### src/rtl/tour_cmd.sv
`default_nettype none
// ============================================================================
//  Module      : tour_cmd
//  Description : Consumer-side sequencer for the knight's-tour solver. After
//                a tour is solved it reads the one-hot moves back by index
//                and turns each L-shaped move into two straight-line motion
//                commands: a vertical leg, then a horizontal leg with
//                fanfare. Each command uses the cmd_rdy/clr_cmd_rdy handshake
//                and is paced by send_resp. Outside a tour the block is a
//                transparent mux for UART commands.
//
//  Ports       : clk, rst             - clock, synchronous active-high reset
//                start_tour           - pulse, begins readout of a solved tour
//                move[7:0]            - one-hot move at indx (from solver)
//                indx[4:0]            - index of the move being read
//                cmd_UART[15:0]       - UART-side command
//                cmd_rdy_UART         - UART command valid
//                clr_cmd_rdy_UART     - UART command consumed
//                cmd[15:0], cmd_rdy   - command and valid to the consumer
//                clr_cmd_rdy          - consumer has taken cmd
//                send_resp            - motion leg complete
//                resp[7:0]            - response byte
//                tour_busy            - high whenever not IDLE
//                tour_err             - sticky illegal-move flag
//
//  Revision    : 1.0 - initial release
// ============================================================================
module tour_cmd #(
    parameter int         NUM_MOVES = 24,
    parameter logic [7:0] POS_ACK   = 8'hA5,
    parameter logic [7:0] MID_ACK   = 8'h5A
) (
    input  logic        clk,
    input  logic        rst,
    input  logic        start_tour,
    input  logic [7:0]  move,
    output logic [4:0]  indx,
    input  logic [15:0] cmd_UART,
    input  logic        cmd_rdy_UART,
    output logic        clr_cmd_rdy_UART,
    output logic [15:0] cmd,
    output logic        cmd_rdy,
    input  logic        clr_cmd_rdy,
    input  logic        send_resp,
    output logic [7:0]  resp,
    output logic        tour_busy,
    output logic        tour_err
);

    // ------------------------------------------------------------------
    // State encoding
    // ------------------------------------------------------------------
    localparam logic [2:0] c_IDLE  = 3'd0;
    localparam logic [2:0] c_VERT  = 3'd1;
    localparam logic [2:0] c_HOLDV = 3'd2;
    localparam logic [2:0] c_HORZ  = 3'd3;
    localparam logic [2:0] c_HOLDH = 3'd4;

    localparam logic [4:0] c_LAST_INDX = 5'(NUM_MOVES - 1);

    // Opcodes and headings
    localparam logic [3:0] c_OP_MOVE = 4'h2;
    localparam logic [3:0] c_OP_FANF = 4'h3;
    localparam logic [7:0] c_NORTH   = 8'h00;
    localparam logic [7:0] c_WEST    = 8'h3F;
    localparam logic [7:0] c_SOUTH   = 8'h7F;
    localparam logic [7:0] c_EAST    = 8'hBF;

    logic [2:0]  r_state;
    logic [4:0]  r_indx;
    logic        r_tour_err;

    logic [2:0]  w_state_nxt;
    logic [4:0]  w_indx_nxt;
    logic        w_err_nxt;

    logic        w_one_hot;
    logic [15:0] w_vert_cmd;
    logic [15:0] w_horz_cmd;
    logic        w_last;

    // ------------------------------------------------------------------
    // Move decode. Only the eight exact one-hot codes are legal; any other
    // value (zero or multi-hot) clears w_one_hot and yields null commands.
    // ------------------------------------------------------------------
    always_comb begin
        w_one_hot  = 1'b1;
        w_vert_cmd = 16'h0000;
        w_horz_cmd = 16'h0000;
        case (move)
            8'h01: begin // (-1,+2)
                w_vert_cmd = {c_OP_MOVE, c_NORTH, 4'd2};
                w_horz_cmd = {c_OP_FANF, c_WEST,  4'd1};
            end
            8'h02: begin // (+1,+2)
                w_vert_cmd = {c_OP_MOVE, c_NORTH, 4'd2};
                w_horz_cmd = {c_OP_FANF, c_EAST,  4'd1};
            end
            8'h04: begin // (-2,+1)
                w_vert_cmd = {c_OP_MOVE, c_NORTH, 4'd1};
                w_horz_cmd = {c_OP_FANF, c_WEST,  4'd2};
            end
            8'h08: begin // (-2,-1)
                w_vert_cmd = {c_OP_MOVE, c_SOUTH, 4'd1};
                w_horz_cmd = {c_OP_FANF, c_WEST,  4'd2};
            end
            8'h10: begin // (-1,-2)
                w_vert_cmd = {c_OP_MOVE, c_SOUTH, 4'd2};
                w_horz_cmd = {c_OP_FANF, c_WEST,  4'd1};
            end
            8'h20: begin // (+1,-2)
                w_vert_cmd = {c_OP_MOVE, c_SOUTH, 4'd2};
                w_horz_cmd = {c_OP_FANF, c_EAST,  4'd1};
            end
            8'h40: begin // (+2,+1)
                w_vert_cmd = {c_OP_MOVE, c_NORTH, 4'd1};
                w_horz_cmd = {c_OP_FANF, c_EAST,  4'd2};
            end
            8'h80: begin // (+2,-1)
                w_vert_cmd = {c_OP_MOVE, c_SOUTH, 4'd1};
                w_horz_cmd = {c_OP_FANF, c_EAST,  4'd2};
            end
            default: w_one_hot = 1'b0;
        endcase
    end

    assign w_last = (r_indx == c_LAST_INDX);

    // ------------------------------------------------------------------
    // Next-state logic
    // ------------------------------------------------------------------
    always_comb begin
        w_state_nxt = r_state;
        w_indx_nxt  = r_indx;
        w_err_nxt   = r_tour_err;
        case (r_state)
            c_IDLE: begin
                if (start_tour) begin
                    w_state_nxt = c_VERT;
                    w_indx_nxt  = 5'd0;
                    w_err_nxt   = 1'b0;
                end
            end
            c_VERT: begin
                // An illegal move aborts the tour before any handshake.
                if (!w_one_hot) begin
                    w_err_nxt   = 1'b1;
                    w_state_nxt = c_IDLE;
                end else if (clr_cmd_rdy) begin
                    w_state_nxt = c_HOLDV;
                end
            end
            c_HOLDV: begin
                if (send_resp) w_state_nxt = c_HORZ;
            end
            c_HORZ: begin
                if (clr_cmd_rdy) w_state_nxt = c_HOLDH;
            end
            c_HOLDH: begin
                if (send_resp) begin
                    if (w_last) begin
                        w_state_nxt = c_IDLE;
                    end else begin
                        w_indx_nxt  = r_indx + 5'd1;
                        w_state_nxt = c_VERT;
                    end
                end
            end
            default: w_state_nxt = c_IDLE;
        endcase
    end

    always_ff @(posedge clk) begin
        if (rst) begin
            r_state    <= c_IDLE;
            r_indx     <= 5'd0;
            r_tour_err <= 1'b0;
        end else begin
            r_state    <= w_state_nxt;
            r_indx     <= w_indx_nxt;
            r_tour_err <= w_err_nxt;
        end
    end

    // ------------------------------------------------------------------
    // Output mux: UART pass-through in IDLE, sequencer otherwise.
    // ------------------------------------------------------------------
    always_comb begin
        cmd              = cmd_UART;
        cmd_rdy          = 1'b0;
        clr_cmd_rdy_UART = 1'b0;
        case (r_state)
            c_IDLE: begin
                cmd              = cmd_UART;
                cmd_rdy          = cmd_rdy_UART;
                clr_cmd_rdy_UART = clr_cmd_rdy;
            end
            c_VERT: begin
                cmd     = w_vert_cmd;
                cmd_rdy = w_one_hot;
            end
            c_HOLDV: begin
                cmd = w_vert_cmd;
            end
            c_HORZ: begin
                cmd     = w_horz_cmd;
                cmd_rdy = 1'b1;
            end
            c_HOLDH: begin
                cmd = w_horz_cmd;
            end
            default: begin
                cmd = cmd_UART;
            end
        endcase
    end

    assign resp      = ((r_state == c_IDLE) || ((r_state == c_HOLDH) && w_last))
                       ? POS_ACK : MID_ACK;
    assign tour_busy = (r_state != c_IDLE);
    assign tour_err  = r_tour_err;
    assign indx      = r_indx;

endmodule
`default_nettype wire

### config.mk
export PLATFORM = sky130hd
export DESIGN_NAME = tour_cmd
export DESIGN_NICKNAME = d
export VERILOG_FILES = /design/src/rtl/tour_cmd.sv
export SDC_FILE = /design/constraint.sdc
export NUM_CORES = 1
export LEC_CHECK = 0
export CORE_MARGIN = 4
export CORE_UTILIZATION = 42
export DETAILED_ROUTE_END_ITERATION = 10
export PLACE_DENSITY = 0.87
export SETUP_SLACK_MARGIN = 0.05
export SLEW_MARGIN = 20
export SYNTH_ARGS = -nofsm -noshare
export SYNTH_HDL_FRONTEND = slang
export SYNTH_SLANG_ARGS = --single-unit
### constraint.sdc
create_clock -name clk -period 2.7 [get_ports clk]
set_clock_uncertainty 0.1 [all_clocks]
set_input_delay 0.27 -clock clk [delete_from_list [all_inputs] [get_ports clk]]
set_output_delay 0.27 -clock clk [all_outputs]
set_load 0.005 [all_outputs]
-- After elaboration in Yosys (flattened, before gate mapping)
Index checks and enable logic that the tools add are counted.
- register bits after elaboration: 9
- input bits: 30
- output and inout port bits: 33
- logic and storage cells: 66
- $add $sub $neg: 1
- eq/ne operators: 20
- multiplexer cells: 22
- reductions and logical operators: 20
- operators by type and width (cell ; number):
    $pmux W14 S4 ; 2
    $pmux W16 S2 ; 1
    $reduce_or A2 Y1 ; 10
    $mux W3 ; 6
    $mux W5 ; 3
    $pmux W3 S5 ; 1
    $ne A2 B2 Y1 const B ; 6
    $pmux W5 S2 ; 1
    $eq A8 B1 Y1 const B ; 1
    $eq A8 B2 Y1 const B ; 1
    $eq A8 B3 Y1 const B ; 1
    $eq A8 B4 Y1 const B ; 1
    $eq A8 B5 Y1 const B ; 1
    $eq A8 B6 Y1 const B ; 1
    $eq A8 B7 Y1 const B ; 1
    $eq A8 B8 Y1 const B ; 1
    $mux W8 ; 1
    $reduce_or A8 Y1 ; 1
    $eq A3 B2 Y1 const B ; 2
    $add A5 B1 Y5 const B ; 1
    $eq A5 B5 Y1 const B ; 1
    $mux W1 ; 5
    $reduce_and A5 Y1 ; 1
    $reduce_and A4 Y1 ; 1
    11 further kinds ; 12

-- Longest topological paths before layout
Gate-level depths: netlist of run 1.
- depth after elaboration: 5
- mapped depth: 6
- gate-level depth less buffers: 6

-- Worst setup path before layout of run 1
OpenSTA, ideal clock, no wires.
- path type: input to output
- from: input port move[4]
- to: output port cmd[4]
- arrival time: 1.585 ns
- required time: 2.330 ns
- path slack: 0.745 ns
- stages: 6
- buffers on the path: 1
- cell sequence: buf_6 or4b_4 o31ai_2 o2111ai_2 a32oi_2 a21o_1
- word-level cells in the longest chain between the ends: 4
- elaborated cells between the ends (all ways): 19
- those cells by class: 8 x eq/ne; 3 x mux; 8 x reduce/logical
- ends and longest elaborated chain (what ; line ; text):
    from (decl) ; 36 ; input logic [7:0] move,
    $eq A8 B8 Y1 (tied with other cells) ; 90 ; case (move)
    $reduce_or A2 Y1 (no line) ; n/a ;
    $pmux W14 S4 ; 90 ;
    $pmux W16 S2 (*) ; 192 ; case (r_state)
    to (decl) ; 41 ; output logic [15:0] cmd,
Mark *: on every way between the ends. The rest lies on a longest branch, timed or not.

-- Worst setup path in the final report of run 1
- from: register r_state[2]
- to: output port cmd[8]
- word-level cells in the longest chain between the ends: 3
- elaborated cells between the ends (all ways): 7
- those cells by class: 4 x eq/ne; 1 x mux; 2 x reduce/logical
- ends and longest elaborated chain (what ; line ; text):
    from (decl) ; 69 ; logic [2:0] r_state;
    from (signal assigned) ; 175 ; r_state <= c_IDLE;
    from (signal assigned) ; 179 ; r_state <= w_state_nxt;
    $eq A3 B3 Y1 (tied with other cells) ; 192 ;
    $reduce_or A2 Y1 (no line) ; n/a ;
    $pmux W16 S2 (*) ; 192 ;
Marks and branches as above.

==> results of run 1 <==
-- cell usage after synthesis (2+ instances only) --
cell type / number / share of area, %
o21ai_0: 8 / 3.5
a21o_1: 7 / 4.6
nor2b_1: 2 / 1.1
nand3_1: 5 / 2.2
xnor2_1: 3 / 2.3
nor4b_1: 2 / 1.5
a211oi_1: 5 / 3.3
a21oi_1: 9 / 3.9
nor4_1: 3 / 1.6
o211ai_1: 4 / 2.6
buf_4: 6 / 3.9
and2_1: 5 / 2.7
nand2_1: 12 / 3.9
nor3_1: 5 / 2.2
o32a_1: 2 / 1.8
a31oi_1: 4 / 2.2
nor2_1: 17 / 5.6
and3_1: 3 / 1.6
xor2_1: 3 / 2.3
buf_6: 4 / 3.9
inv_1: 7 / 2.3
o21ai_1: 2 / 0.88
clkbuf_1: 3 / 0.99
dfxtp_1: 9 / 16
-- timing repair --
action	CTS	global route
pin swaps	5	8
setup endpoints to repair	13	16
hold endpoints to repair	0	0
buffers inserted	3	6
resized for setup	25	23
-- layout make-up --
| class | count | share of cell area, % |
|---|---|---|
| multi-input combinational | 128 | 44.8 |
| sequential | 9 | 8.86 |
| timing repair buffer | 94 | 42.0 |
| clock buffer | 4 | 1.27 |
| tap | 30 | 1.82 |
| inverter | 7 | 1.27 |
-- cell usage in the layout, fill, tap and decap left out, drive strengths merged, types with 2 or more instances in the layout --
master | netlist | routed
dfxtp | 9 | 9
o32a | 2 | 2
inv | 7 | 7
dlygate4sd2 | 0 | 8
a21oi | 9 | 9
nor2 | 17 | 17
a211oi | 5 | 5
a31oi | 4 | 4
xor2 | 3 | 3
o22ai | 2 | 2
xnor2 | 3 | 3
o31ai | 2 | 2
and2 | 6 | 6
buf | 11 | 32
clkdlybuf4s15 | 0 | 3
nand2 | 12 | 12
clkdlybuf4s50 | 0 | 43
nor4b | 2 | 2
o21ai | 10 | 10
nand3 | 5 | 5
nor4 | 4 | 4
clkbuf | 3 | 5
a21o | 7 | 7
dlymetal6s2s | 0 | 7
and3 | 3 | 3
a32oi | 2 | 2
o211ai | 4 | 4
nor2b | 2 | 2
nor3 | 5 | 5
-- critical path, delay by kind of cell (launching register included) --
family	cells	cell delay [ns]
buf+inv	3	0.57
flops	1	0.45
simple gates	3	0.66
compound gates	2	0.31
-- stage by stage --
step / worst slack (ns) / utilization, % / total power (uW) / TNS (ns) / instance area, um^2
finish: 0.0712 / 81.0 / 503 / 0 / 2060
global route: 0.00188 / 81.0 / 526 / 0 / 2060
CTS: 0.0131 / 76.6 / 487 / 0 / 1950
detailed placement: -0.290 / 73.3 / 379 / -2.60 / 1870
global placement: -0.194 / 73.3 / 373 / -2.13 / 1870
floorplan: 0.745 / - / 241 / 0 / 1140
-- registers in the layout, indices dropped and copies added, names as in the netlist --
name,cells
indx,5
r_state,3
tour_err,1
-- power breakdown --
group          switching, uW  internal [uW]  leakage [uW]
Combinational            105            144      0.000828
Clock                   55.4           57.2     0.0000150
Sequential              5.30            136     0.0000737
Total                    166            337      0.000916
-- logic make-up (layout without fill, tap and decap cells) --
logic type      after synthesis  after routing
buf+inv                      21            105
flops                         9              9
xor+xnor                      6              6
fa+ha+maj                     1              1
simple gates                 66             66
compound gates               55             55
-- metal layers --
layer  wire length, um  track usage, %
met1              1790            31.2
met2              2180            40.9
met3               457            6.70
met4               106            1.90
met5                 0               0
-- worst min path at each step --
stage,start,end,slack [ns],cells past startpoint
final,indx[1]$_SDFFE_PP0P_,indx[1]$_SDFFE_PP0P_,0.41,2
after global routing,tour_err$_SDFFE_PP0P_,tour_err$_SDFFE_PP0P_,0.43,2
after CTS,indx[1]$_SDFFE_PP0P_,indx[1]$_SDFFE_PP0P_,0.40,2
after detailed placement,indx[1]$_SDFFE_PP0P_,indx[1]$_SDFFE_PP0P_,0.39,2
after global placement,tour_err$_SDFFE_PP0P_,tour_err$_SDFFE_PP0P_,0.37,2
after floorplan,rst,indx[0]$_SDFFE_PP0P_,0.24,1
==> impl_metrics.json, run 1 <==
{
  "synth_area_mm2": 0.00114,
  "num_io_pins": 63,
  "grt_usage_pct": 24.0,
  "r2r-end": "indx[0]$_SDFFE_PP0P_",
  "ys_seq_area_share_pct": 15.8,
  "avgSynthCellArea_um2": 7.22,
  "crit_type": "flop to output port",
  "muxShareOfSynthArea_pct": 0,
  "p_leak_uw": 0.000916,
  "synthCells": 158,
  "synth_nets": 189,
  "viasPerCell": 5.88,
  "path_max_fanout": 11,
  "multi_input_area_um2": 923,
  "drt-pass1-iter-count": 5,
  "grt_pass1_vias": 1520,
  "cp-start-kind": "flop",
  "dp_cells": 259,
  "cp_slowest_cell": "dfxtp_2",
  "r2r_start": "r_state[1]$_SDFFE_PP0P_",
  "die_w_um": 60.1,
  "startpoint": "r_state[2]$_SDFFE_PP0P_",
  "timing_hold_violations_final": 0,
  "clock_path_buffers": 2,
  "vdd_drop_max_mv": 0.357,
  "ant_nets": 0,
  "die_area_mm2": 0.00362,
  "rrSetupSlack_ns": 0.88,
  "async_reset_ff_share_pct": 0,
  "synth-xor-area-share_pct": 4.61,
  "finalNetCount": 274,
  "drive_gt1_share_pct": 26.4,
  "maxCapViolCount": 0,
  "grt_overflow": 0,
  "p_per_area_mw_per_mm2": 244,
  "min_period_ns": 2.63,
  "yosys_warnings": 0,
  "route.vias.total": 1600,
  "port_buffers": 62,
  "antenna_found_initial": 0,
  "run_status": "finished, final reports clean",
  "wl_per_cell_um": 16.7,
  "end_kind": "output port",
  "cts_hold_buffers": 0,
  "area_growth_pct": 80.7,
  "grt_max_degree": 16,
  "tightest_slew_ns": 0.527,
  "setup_viol": 0,
  "crit_arrival_ns": 2.26,
  "cts_buffers": 3,
  "synth_compound_area_share_pct": 35.2,
  "yosysUniqueCellTypes": 52,
  "synthSimpleGateAreaFrac_pct": 31.7,
  "holdWs_ns": 0.412,
  "crit_path_end": "cmd[8]",
  "clk_latency_ns": 0.27,
  "register_area_um2": 183,
  "row_count": 18,
  "cts_tree": "done",
  "htree_levels": 1,
  "rsz0062_at_grt": "yes",
  "yosys.area_share.adder_pct": 1.10,
  "clk_pin_slew_ns": 0.07,
  "cts_sinks": 9,
  "slew_viol_final": 0,
  "drt_iter0_drc": 117,
  "fmax_mhz": 380,
  "dp_hpwl_um": 3140,
  "routed_wl_um": 4530,
  "synth_edf_count": 0,
  "critPathRequiredTime_ns": 2.33,
  "cts-root-buf": "clkbuf_4",
  "synth_top_family_by_area": "compound AO/OA/AOI/OAI gates",
  "finalNonFillerCells": 272,
  "ys_seq_elements": 9,
  "die-height_um": 60.1,
  "crit_chain": "nand2b_1 -> nor2_1 -> nor2_1 -> a32oi_2 -> buf_4 -> buf_4 -> a21o_1 -> dlygate4sd2_1",
  "n_antenna_cell": 0,
  "fin_crit_sh_pct": 97.4,
  "core_area_mm2": 0.00254,
  "gp_congestion": 0.900,
  "worstHoldPathType": "flop to flop",
  "drc_errors": 0,
  "floorplan.initialDensity_pct": 44.8,
  "fillers": 169,
  "grt_pass1_wl_um": 6810,
  "worst_r2r_path_depth": 5,
  "slowest_delay_ns": 0.45,
  "slew_headroom_pct": 64.7,
  "synth_flop_cell": "dfxtp_1"
}
(Power assumes the default switching activity.)
==> inputs of run 2 (changes only) <==
--- a/config.mk
+++ b/config.mk
@@ -7,6 +7,7 @@
 export LEC_CHECK = 0
 export CORE_MARGIN = 4
 export CORE_UTILIZATION = 42
+export CTS_CLUSTER_SIZE = 10
 export DETAILED_ROUTE_END_ITERATION = 10
 export PLACE_DENSITY = 0.87
 export SETUP_SLACK_MARGIN = 0.05
==> results of run 2 <==
No change in the layout: final DEF, timing and power equal those of run 1.
